[src/rtl/fetch_pkg.sv]
// ---------------------------------------------------------------------------
// fetch_pkg : shared types and constants for the instruction-fetch block
// Revision  : 1.0
// ---------------------------------------------------------------------------
`default_nettype none

package fetch_pkg;

  typedef enum logic [1:0] {
    RUN   = 2'd0,
    HOLD  = 2'd1,
    FAULT = 2'd2
  } fetch_state_t;

  typedef struct packed {
    logic [31:0] pc;
    logic [31:0] instr;
  } fetch_entry_t;

  localparam logic [31:0] PC_STEP          = 32'd4;
  localparam logic [31:0] DEFAULT_RESET_PC = 32'h0000_0000;

endpackage

`default_nettype wire

[src/rtl/fetch_skid_fifo.sv]
// ---------------------------------------------------------------------------
// fetch_skid_fifo : small {pc, instr} FIFO between ROM and decode; flush wins
// Revision        : 1.0
// ---------------------------------------------------------------------------
`default_nettype none

module fetch_skid_fifo
  import fetch_pkg::*;
#(
  parameter int DEPTH = 2
) (
  input  logic                     clk,
  input  logic                     rst,
  input  logic                     push,
  input  logic                     pop,
  input  logic                     flush,
  input  fetch_entry_t             wr_data,
  output fetch_entry_t             head,
  output logic [$clog2(DEPTH):0]   count,
  output logic                     full,
  output logic                     empty
);

  localparam int PTR_W = $clog2(DEPTH);
  localparam int CNT_W = PTR_W + 1;

  fetch_entry_t     mem [DEPTH];
  fetch_entry_t     last_head;
  logic [PTR_W-1:0] wr_ptr;
  logic [PTR_W-1:0] rd_ptr;
  logic [CNT_W-1:0] count_r;

  assign count = count_r;
  assign empty = (count_r == '0);
  assign full  = (count_r == CNT_W'(DEPTH));
  // When empty the head keeps showing the last entry presented to decode.
  assign head  = empty ? last_head : mem[rd_ptr];

  always_ff @(posedge clk) begin
    if (rst) begin
      wr_ptr    <= '0;
      rd_ptr    <= '0;
      count_r   <= '0;
      last_head <= '0;
      for (int i = 0; i < DEPTH; i++) begin
        mem[i] <= '0;
      end
    end else if (flush) begin
      wr_ptr    <= '0;
      rd_ptr    <= '0;
      count_r   <= '0;
      last_head <= head;
    end else begin
      last_head <= head;
      if (push) begin
        mem[wr_ptr] <= wr_data;
        wr_ptr      <= wr_ptr + PTR_W'(1);
      end
      if (pop) begin
        rd_ptr <= rd_ptr + PTR_W'(1);
      end
      case ({push, pop})
        2'b10:   count_r <= count_r + CNT_W'(1);
        2'b01:   count_r <= count_r - CNT_W'(1);
        default: count_r <= count_r;
      endcase
    end
  end

endmodule

`default_nettype wire

[src/rtl/instr_fetch_ctrl.sv]
// ---------------------------------------------------------------------------
// instr_fetch_ctrl : fetch PC sequencer, ROM address drive and decode handshake
//                    optional PC bounds check under ROM_BOUNDS_CHECK_EN
// Revision         : 1.0
// ---------------------------------------------------------------------------
`default_nettype none

module instr_fetch_ctrl
  import fetch_pkg::*;
#(
  parameter int          ADDR_W    = 10,
  parameter int          DATA_W    = 32,
  parameter logic [31:0] RESET_PC  = DEFAULT_RESET_PC,
  parameter int          BUF_DEPTH = 2
) (
  input  logic              CLK,
  input  logic              RESET,
  output logic [ADDR_W-1:0] INSTRUCTION_ADDRESS,
  input  logic [DATA_W-1:0] INSTRUCTION,
  input  logic              REDIRECT,
  input  logic [31:0]       REDIRECT_PC,
  input  logic              HALT,
  output logic              IF_VALID,
  input  logic              IF_READY,
  output logic [31:0]       IF_PC,
  output logic [DATA_W-1:0] IF_INSTR
`ifdef ROM_BOUNDS_CHECK_EN
  ,
  output logic              FETCH_FAULT
`endif
);

  fetch_state_t                 state;
  fetch_state_t                 state_nxt;
  logic [31:0]                  fpc;
  logic                         pop;
  logic                         push;
  logic                         push_cand;
  logic                         pc_illegal;
  logic                         buf_full;
  logic                         buf_empty;
  logic [$clog2(BUF_DEPTH):0]   buf_count_unused;
  fetch_entry_t                 wr_entry;
  fetch_entry_t                 head;

  assign INSTRUCTION_ADDRESS = fpc[ADDR_W+1:2];
  assign IF_VALID            = !buf_empty && !REDIRECT;
  assign pop                 = IF_VALID && IF_READY;
  assign push_cand           = (state == RUN) && !HALT && !REDIRECT && (!buf_full || pop);

`ifdef ROM_BOUNDS_CHECK_EN
  assign pc_illegal  = (fpc[31:ADDR_W+2] != '0) || (fpc[1:0] != 2'b00);
  assign FETCH_FAULT = (state == FAULT);
`else
  assign pc_illegal  = 1'b0;
`endif

  assign push     = push_cand && !pc_illegal;
  assign wr_entry = '{pc: fpc, instr: 32'(INSTRUCTION)};
  assign IF_PC    = head.pc;
  assign IF_INSTR = head.instr[DATA_W-1:0];

  always_comb begin
    state_nxt = state;
    case (state)
      RUN: begin
        if (HALT) begin
          state_nxt = HOLD;
        end else if (push_cand && pc_illegal) begin
          state_nxt = FAULT;
        end
      end
      HOLD: begin
        if (!HALT) begin
          state_nxt = RUN;
        end
      end
      FAULT: begin
        if (REDIRECT) begin
          state_nxt = RUN;
        end
      end
      default: state_nxt = RUN;
    endcase
  end

  // A redirect always reloads fpc, even while held or faulted.
  always_ff @(posedge CLK) begin
    if (RESET) begin
      state <= RUN;
      fpc   <= RESET_PC;
    end else begin
      state <= state_nxt;
      if (REDIRECT) begin
        fpc <= REDIRECT_PC;
      end else if (push) begin
        fpc <= fpc + PC_STEP;
      end
    end
  end

  fetch_skid_fifo #(
    .DEPTH (BUF_DEPTH)
  ) u_buf (
    .clk     (CLK),
    .rst     (RESET),
    .push    (push),
    .pop     (pop),
    .flush   (REDIRECT),
    .wr_data (wr_entry),
    .head    (head),
    .count   (buf_count_unused),
    .full    (buf_full),
    .empty   (buf_empty)
  );

endmodule

`default_nettype wire

[config.mk]
export PLATFORM = sky130hd
export DESIGN_NAME = instr_fetch_ctrl
export DESIGN_NICKNAME = d
export VERILOG_FILES = /design/src/rtl/fetch_pkg.sv /design/src/rtl/fetch_skid_fifo.sv /design/src/rtl/instr_fetch_ctrl.sv
export SDC_FILE = /design/constraint.sdc
export NUM_CORES = 1
export LEC_CHECK = 0
export ABC_CLOCK_PERIOD_IN_PS = 5900
export CAP_MARGIN = 10
export CORE_MARGIN = 2
export CORE_UTILIZATION = 41
export CTS_BUF_LIST = sky130_fd_sc_hd__clkbuf_16
export DETAILED_ROUTE_END_ITERATION = 12
export PLACE_DENSITY_LB_ADDON = 0.3
export SLEW_MARGIN = 40
export SYNTH_ARGS = -nofsm -noshare
export SYNTH_HDL_FRONTEND = slang
export SYNTH_SLANG_ARGS = --single-unit
export TNS_END_PERCENT = 30
[constraint.sdc]
create_clock -name CLK -period 5.9 [get_ports CLK]
set_input_delay 1.475 -clock CLK [delete_from_list [all_inputs] [get_ports CLK]]
set_output_delay 1.475 -clock CLK [all_outputs]
set_load 0.005 [all_outputs]
Word-level counts from Yosys, hierarchy flattened --
Memory sizes are Yosys's and may differ from the RTL's. A register that Yosys moved wholly into a read port is not among the register bits. Index checks and enable logic that the tools add are counted.
Storage, ports and cells: memory bits (writable) 128, bits in latches 0, bits of input ports 69, register bits 102, memories 1, bits in read-only memories 0, output and inout port bits 75
Memory list:
- u_buf.mem | depth 2, width 64, rd ports 1, clocked after Yosys merged registers in 1, write ports 2, RTL line fetch_skid_fifo.sv:27 | fetch_entry_t mem [DEPTH];
Cells by class: shift operators 0, bitwise gates (word level) 0, $lt $le $gt $ge 0, div/mod/pow operators 0, multipliers 0, reductions and logical operators 17, multiplexer cells 19, eq/ne operators 8, $add $sub $neg 5
Operators with widths (number):
- $mux 64 | 2
- $mux 32 | 2
- $reduce_or 64->1 | 1
- $add 32x3->32 const B | 1
- $mux 1 | 10
- $eq 2x2->1 const B | 3
- $mux 2 | 3
- $ne 2x2->1 const B | 3
- $pmux 2 s3 | 1
- $logic_and 1x1->1 | 5
- $eq 2x1->1 const B | 2
- $logic_not 1->1 | 4
- $logic_not 2->1 | 2
- $pmux 2 s2 | 1
- $reduce_bool 2->1 | 2
- $reduce_and 3->1 | 1
- $add 1x1->1 const B | 2
- $add 2x1->2 const B | 1
- $reduce_or 2->1 | 1
- $sub 2x1->2 const B | 1
- $logic_or 1x1->1 | 1

Depth between registers and ports, before layout --
depth in word-level cells 12, depth in mapped cells 9, gate-level depth less buffers 9

Modules after synthesis --
Synthesis repeated with hierarchy kept, for this count alone.
Second synthesis, totals: cell total of the unflattened synthesis 973, area total of the unflattened synthesis 11322.1 um^2
Modules (own cells, without submodules):
- fetch_skid_fifo | times used 1, seq. area each 5225.0 um^2, area each 9157.5 um^2, cells each 716
- instr_fetch_ctrl | times used 1, seq. area each 660.6 um^2, area each 2164.6 um^2, cells each 257

Worst setup path after synthesis --
Ideal clock, no wire load.
path type in2reg, start input HALT, end memory u_buf.mem[0][0] (netlist bit) (enable), arrival 3.516 ns, stages on the path 5, path buffers 0, path slack 1.963 ns, library setup time 0.421 ns, path through inv_1 ha_1 nand2_8 nor2_1 a21o_1
RTL lines:
- start: declaration | RTL line instr_fetch_ctrl.sv:22 | input logic HALT,
- end: declaration | RTL line fetch_skid_fifo.sv:27

Final worst setup path --
start input REDIRECT, end output IF_VALID
On the way: longest elaborated chain between the ends 2
RTL lines:
- start: declaration | RTL line instr_fetch_ctrl.sv:20 | input logic REDIRECT,
- $logic_not 1->1 | RTL line instr_fetch_ctrl.sv:47 | assign IF_VALID = !buf_empty && !REDIRECT;
- $logic_and 1x1->1 | RTL line instr_fetch_ctrl.sv:47
- end: declaration | RTL line instr_fetch_ctrl.sv:23 | output logic IF_VALID,
Every way passes these cells.

==> impl_table.tex <==
\begin{tabular}{lr}
\hline
Metric & Value \\
\hline
\multicolumn{2}{l}{\textbf{Worst setup path}} \\
Critical path class & in2out \\
Flop2flop setup slack & 3.16 ns \\
Data arrival time at the worst-slack endpoint & 2.79 ns \\
Maximum fanout along the worst path & 18 \\
Cell seen most often among critical-path stages & clkdlybuf4s50\_1 \\
Highest cell delay on the worst timing path & 0.57 ns \\
Nature of the critical path endpoint & primary output \\
Worst-path cell with the longest stage delay & clkdlybuf4s50\_1 \\
Required arrival time at the worst endpoint & 4.43 ns \\
CP startpoint kind & input port \\
Cell-by-cell trace of the critical path & clkdlybuf4s50\_1, buf\_4, nor2\_1, clkdlybuf4s50\_1 \\
\multicolumn{2}{l}{\textbf{Synth}} \\
Syn avg cell area & approximately 11 um\^{}2 \\
Number of nets produced by synthesis & 962 \\
Count of distinct cell types in the synthesized netlist & 42 \\
Number of enable-type register cells in the synthesized netlist & 128 \\
Most used flip-flop cell after synthesis & edfxtp\_1 \\
Async set-reset flop share out of synthesis & 0 \\
Main combinational cell family by area after synthesis & simple AND/OR/NAND/NOR gates \\
Portion of the post-synthesis area used by sequential elements & 0.583 \\
Portion of netlist area occupied by mux cells & 0.0654 \\
Xor-xnor portion of the synthesized cell area & 0.0243 \\
Synthesized instance count & 890 \\
Largest area contributor in the synthesized netlist & edfxtp\_1 \\
Area share of the leading cell type in the synthesized netlist & 0.380 \\
Arithmetic-cell share of the synthesized area counting full adders, half adders and majority gates & 0.00372 \\
Warning count from the yosys run & 0 \\
Largest cells by area after synthesis & edfxtp\_1 38\%, dfxtp\_1 20\%, and2\_1 8.1\% \\
Post-synth design cell area & 0.0101 mm\^{}2 \\
Area fraction in and, or, nand and nor cells after synthesis & 0.215 \\
Area fraction in compound gates after synthesis & 0.0640 \\
Yosys reg bits & 230 \\
\multicolumn{2}{l}{\textbf{Timing}} \\
Summed negative setup slack over all endpoints & 0 ns \\
Final critical path time including I/O delays and setup & roughly 4.3 ns \\
Setup repair after global routing missed its margin & false \\
Rel. slew slack & 0.469 \\
Hold Vio Cnt, Final & 0 \\
Post-layout worst setup margin & 1.63 ns \\
Endpoints failing setup & 0 \\
Least-Margin Pin Slew & 0.797 ns \\
Final cycle utilization of the critical path & 0.724 \\
Clock tree skew after final layout & between 0.01 and 0.015 ns \\
Final max-slew violation count & 0 \\
Worst hold-check slack & 0.507 ns \\
Maximum achievable frequency & 234 MHz \\
\multicolumn{2}{l}{\textbf{Clock network}} \\
Clock tree root driver cell & clkbuf\_16 \\
Number of hold buffers added after cts & 0 \\
Max Buffers Root-to-Sink & 3 \\
Clock transition at the register clock pins on the worst setup and hold paths after CTS & 0.06 ns \\
Total CTS buffers & 25 \\
CTS HTree Levels & 1 \\
TritonCTS clock tree & built \\
Number of sinks on the clock net & 230 \\
Gates resized, CTS repair & 0 \\
Clk\_lat worst skew & 0.51 ns \\
Post-CTS Setup Repair Bufs & 0 \\
\multicolumn{2}{l}{\textbf{Drt}} \\
Total wirelength of the detailed-routed design & 22100 um \\
Total vias in the final route & between 6000 and 7000 \\
Vias per std cell & 4.91 \\
Per-cell routed wire length & between 15 and 20 um \\
Number of optimization iterations in the first detailed-route pass & 4 \\
Count of routing violations after the opening detailed-route iteration & 363 \\
Final ANT Viol Nets & 0 \\
Drt drc & 0 \\
\multicolumn{2}{l}{\textbf{Layout}} \\
Multi-input logic area & 0.00378 mm\^{}2 \\
Layout-stage area growth over the synthesis result & 24.8\% \\
Fill cell instance count of the final layout & about 2100 \\
Final net count & between 1000 and 1500 \\
Share of cells above drive strength 1 & 0.0674 \\
Count of antenna diodes in the layout & 0 \\
Fin cells & about 1300 \\
Flip-flop and latch area & 0.00589 mm\^{}2 \\
\multicolumn{2}{l}{\textbf{GRT}} \\
Global-route congestion overflow total & 0 \\
Via count of the first global-routing pass & around 6600 \\
Pin count of the biggest net entering global routing & 77 \\
Number of antenna violations at the first check in global routing & 0 \\
First-pass GRT wire length & around 35000 um \\
GR Util All Layers & 0.171 \\
\multicolumn{2}{l}{\textbf{Power}} \\
Worst VDD drop & 0.276 mV \\
Pwr/cell area & 310 mW/mm\^{}2 \\
LEAKAGE & 0.00435 uW \\
\multicolumn{2}{l}{\textbf{Placed design}} \\
Post-Place Cells & 1302 \\
Post-DP HPWL & 14000 um \\
Minimum setup slack after placement & around 1.6 ns \\
Buffers added on ports & between 100 and 150 \\
Routability congestion estimate from global placement & 0.834 \\
\multicolumn{2}{l}{\textbf{Job}} \\
Max-Cap Viols & 0 \\
\multicolumn{2}{l}{\textbf{Floorplan}} \\
Placement row count & 57 \\
I/O pins & 144 \\
Die Footprint & between 0.02 and 0.03 mm\^{}2 \\
CORE AREA & 0.0242 mm\^{}2 \\
Die Span X & 161 um \\
Die height & 161 um \\
Starting utilization of the core area & 0.417 \\
\multicolumn{2}{l}{\textbf{Worst hold path}} \\
Worst hold path type & reg2reg \\
\multicolumn{2}{l}{\textbf{Status}} \\
Outcome & completed \\
\hline
\end{tabular}
[synth_stat cells, types with 2 or more instances]
master and instances:
and2_1 131, edfxtp_1 128, dfxtp_1 102, nand2_1 88
o21ai_0 71, mux2i_1 66, nor2b_1 64, clkbuf_1 29
nor2_1 27, xnor2_1 23, buf_6 15, buf_2 14
a211oi_1 11, nor3_1 11, buf_4 10, nand4_1 10
inv_1 9, a21oi_1 7, nand3_1 7, a311oi_1 6
a31oi_1 6, nor4_2 6, o22ai_1 6, or3_1 6
xor2_1 5, and4_1 4, and3_1 3, ha_1 3
nor3_2 3, a21o_1 2, nand4_4 2, nor2_8 2
nor4_1 2, o21bai_1 2, or2_1 2
[state kept, by name, summed over array words and instances, names as in the netlist, named ones only]
| signal | count |
|---|---|
| u_buf.count | 2 |
| u_buf.mem | 128 |
| state | 1 |
| u_buf.last_head | 64 |
| u_buf.wr_ptr | 1 |
| u_buf.rd_ptr | 1 |
| fpc | 32 |
[final timing paths]
path,startpoint,endpoint,depth (start not counted)
worst max register to register,u_buf.count[1],u_buf.mem[1][10],6
worst min register to register,fpc[0],fpc[0],2
worst min-delay path,fpc[0],fpc[0],2
worst max-delay path,REDIRECT,IF_VALID,4
[routing by layer]
layer / global-route usage / share of wire
met5: 0 / 0
met4: 0.0450 / 0.021
met3: 0.0262 / 0.040
met2: 0.298 / 0.49
met1: 0.224 / 0.45
[critical path, delay by kind of cell]
kind                   cells  cell delay [ns]
buffers and inverters      3             1.16
and+or+nand+nor            1             0.14
[final cells by class]
class / count / share of cell area
Tap cell: 324 / 0.0321
Multi-Input combinational cell: 583 / 0.299
Clock inverter: 20 / 0.0191
Inverter: 9 / 0.00268
Clock buffer: 25 / 0.0496
Timing Repair Buffer: 157 / 0.130
Sequential cell: 230 / 0.467
[layout by cell type, fill, tap and decap left out, drive strengths merged, types with 2 or more instances in the layout]
cell / count
nand3: 7
o22ai: 6
or2: 2
a311oi: 6
clkdlybuf4s50: 142
inv: 12
nor3: 15
o21ai: 71
and4: 4
a21o: 2
a21oi: 7
nor4: 8
mux2i: 66
and3: 3
xor2: 5
nor2b: 64
clkbuf: 25
o21bai: 2
and2: 131
or3: 7
nand4: 12
clkinvlp: 2
nor2: 29
dfxtp: 102
ha: 3
xnor2: 23
bufinv: 6
edfxtp: 128
a211oi: 11
clkinv: 9
buf: 15
a31oi: 6
nand2: 89
[logic make-up (layout without fill, tap and decap cells)]
logic type                 count (synthesis)  after routing
adders and majority gates                  3              3
muxes                                     66             66
DFF                                      230            230
buffers and inverters                     77            211
xor gates and xnor gates                  28             28
and+or+nand+nor                          373            373
AOI/OAI and AO/OA                        113            113
[through the flow]
step,instance area (um^2),power (uW),util
finish,12600,3910,0.520
global route,12600,4070,0.520
CTS,12600,3950,0.519
detailed placement,11700,2310,0.483
global placement,11600,2290,0.479
floorplan,10100,2110,-
[report_power, final]
| part | switching [uW] | internal (uW) |
|---|---|---|
| Combinational | 208 | 197 |
| Sequential | 54.6 | 1810 |
| Clock | 614 | 1030 |
Note: power is estimated with default switching activity, not from simulation.
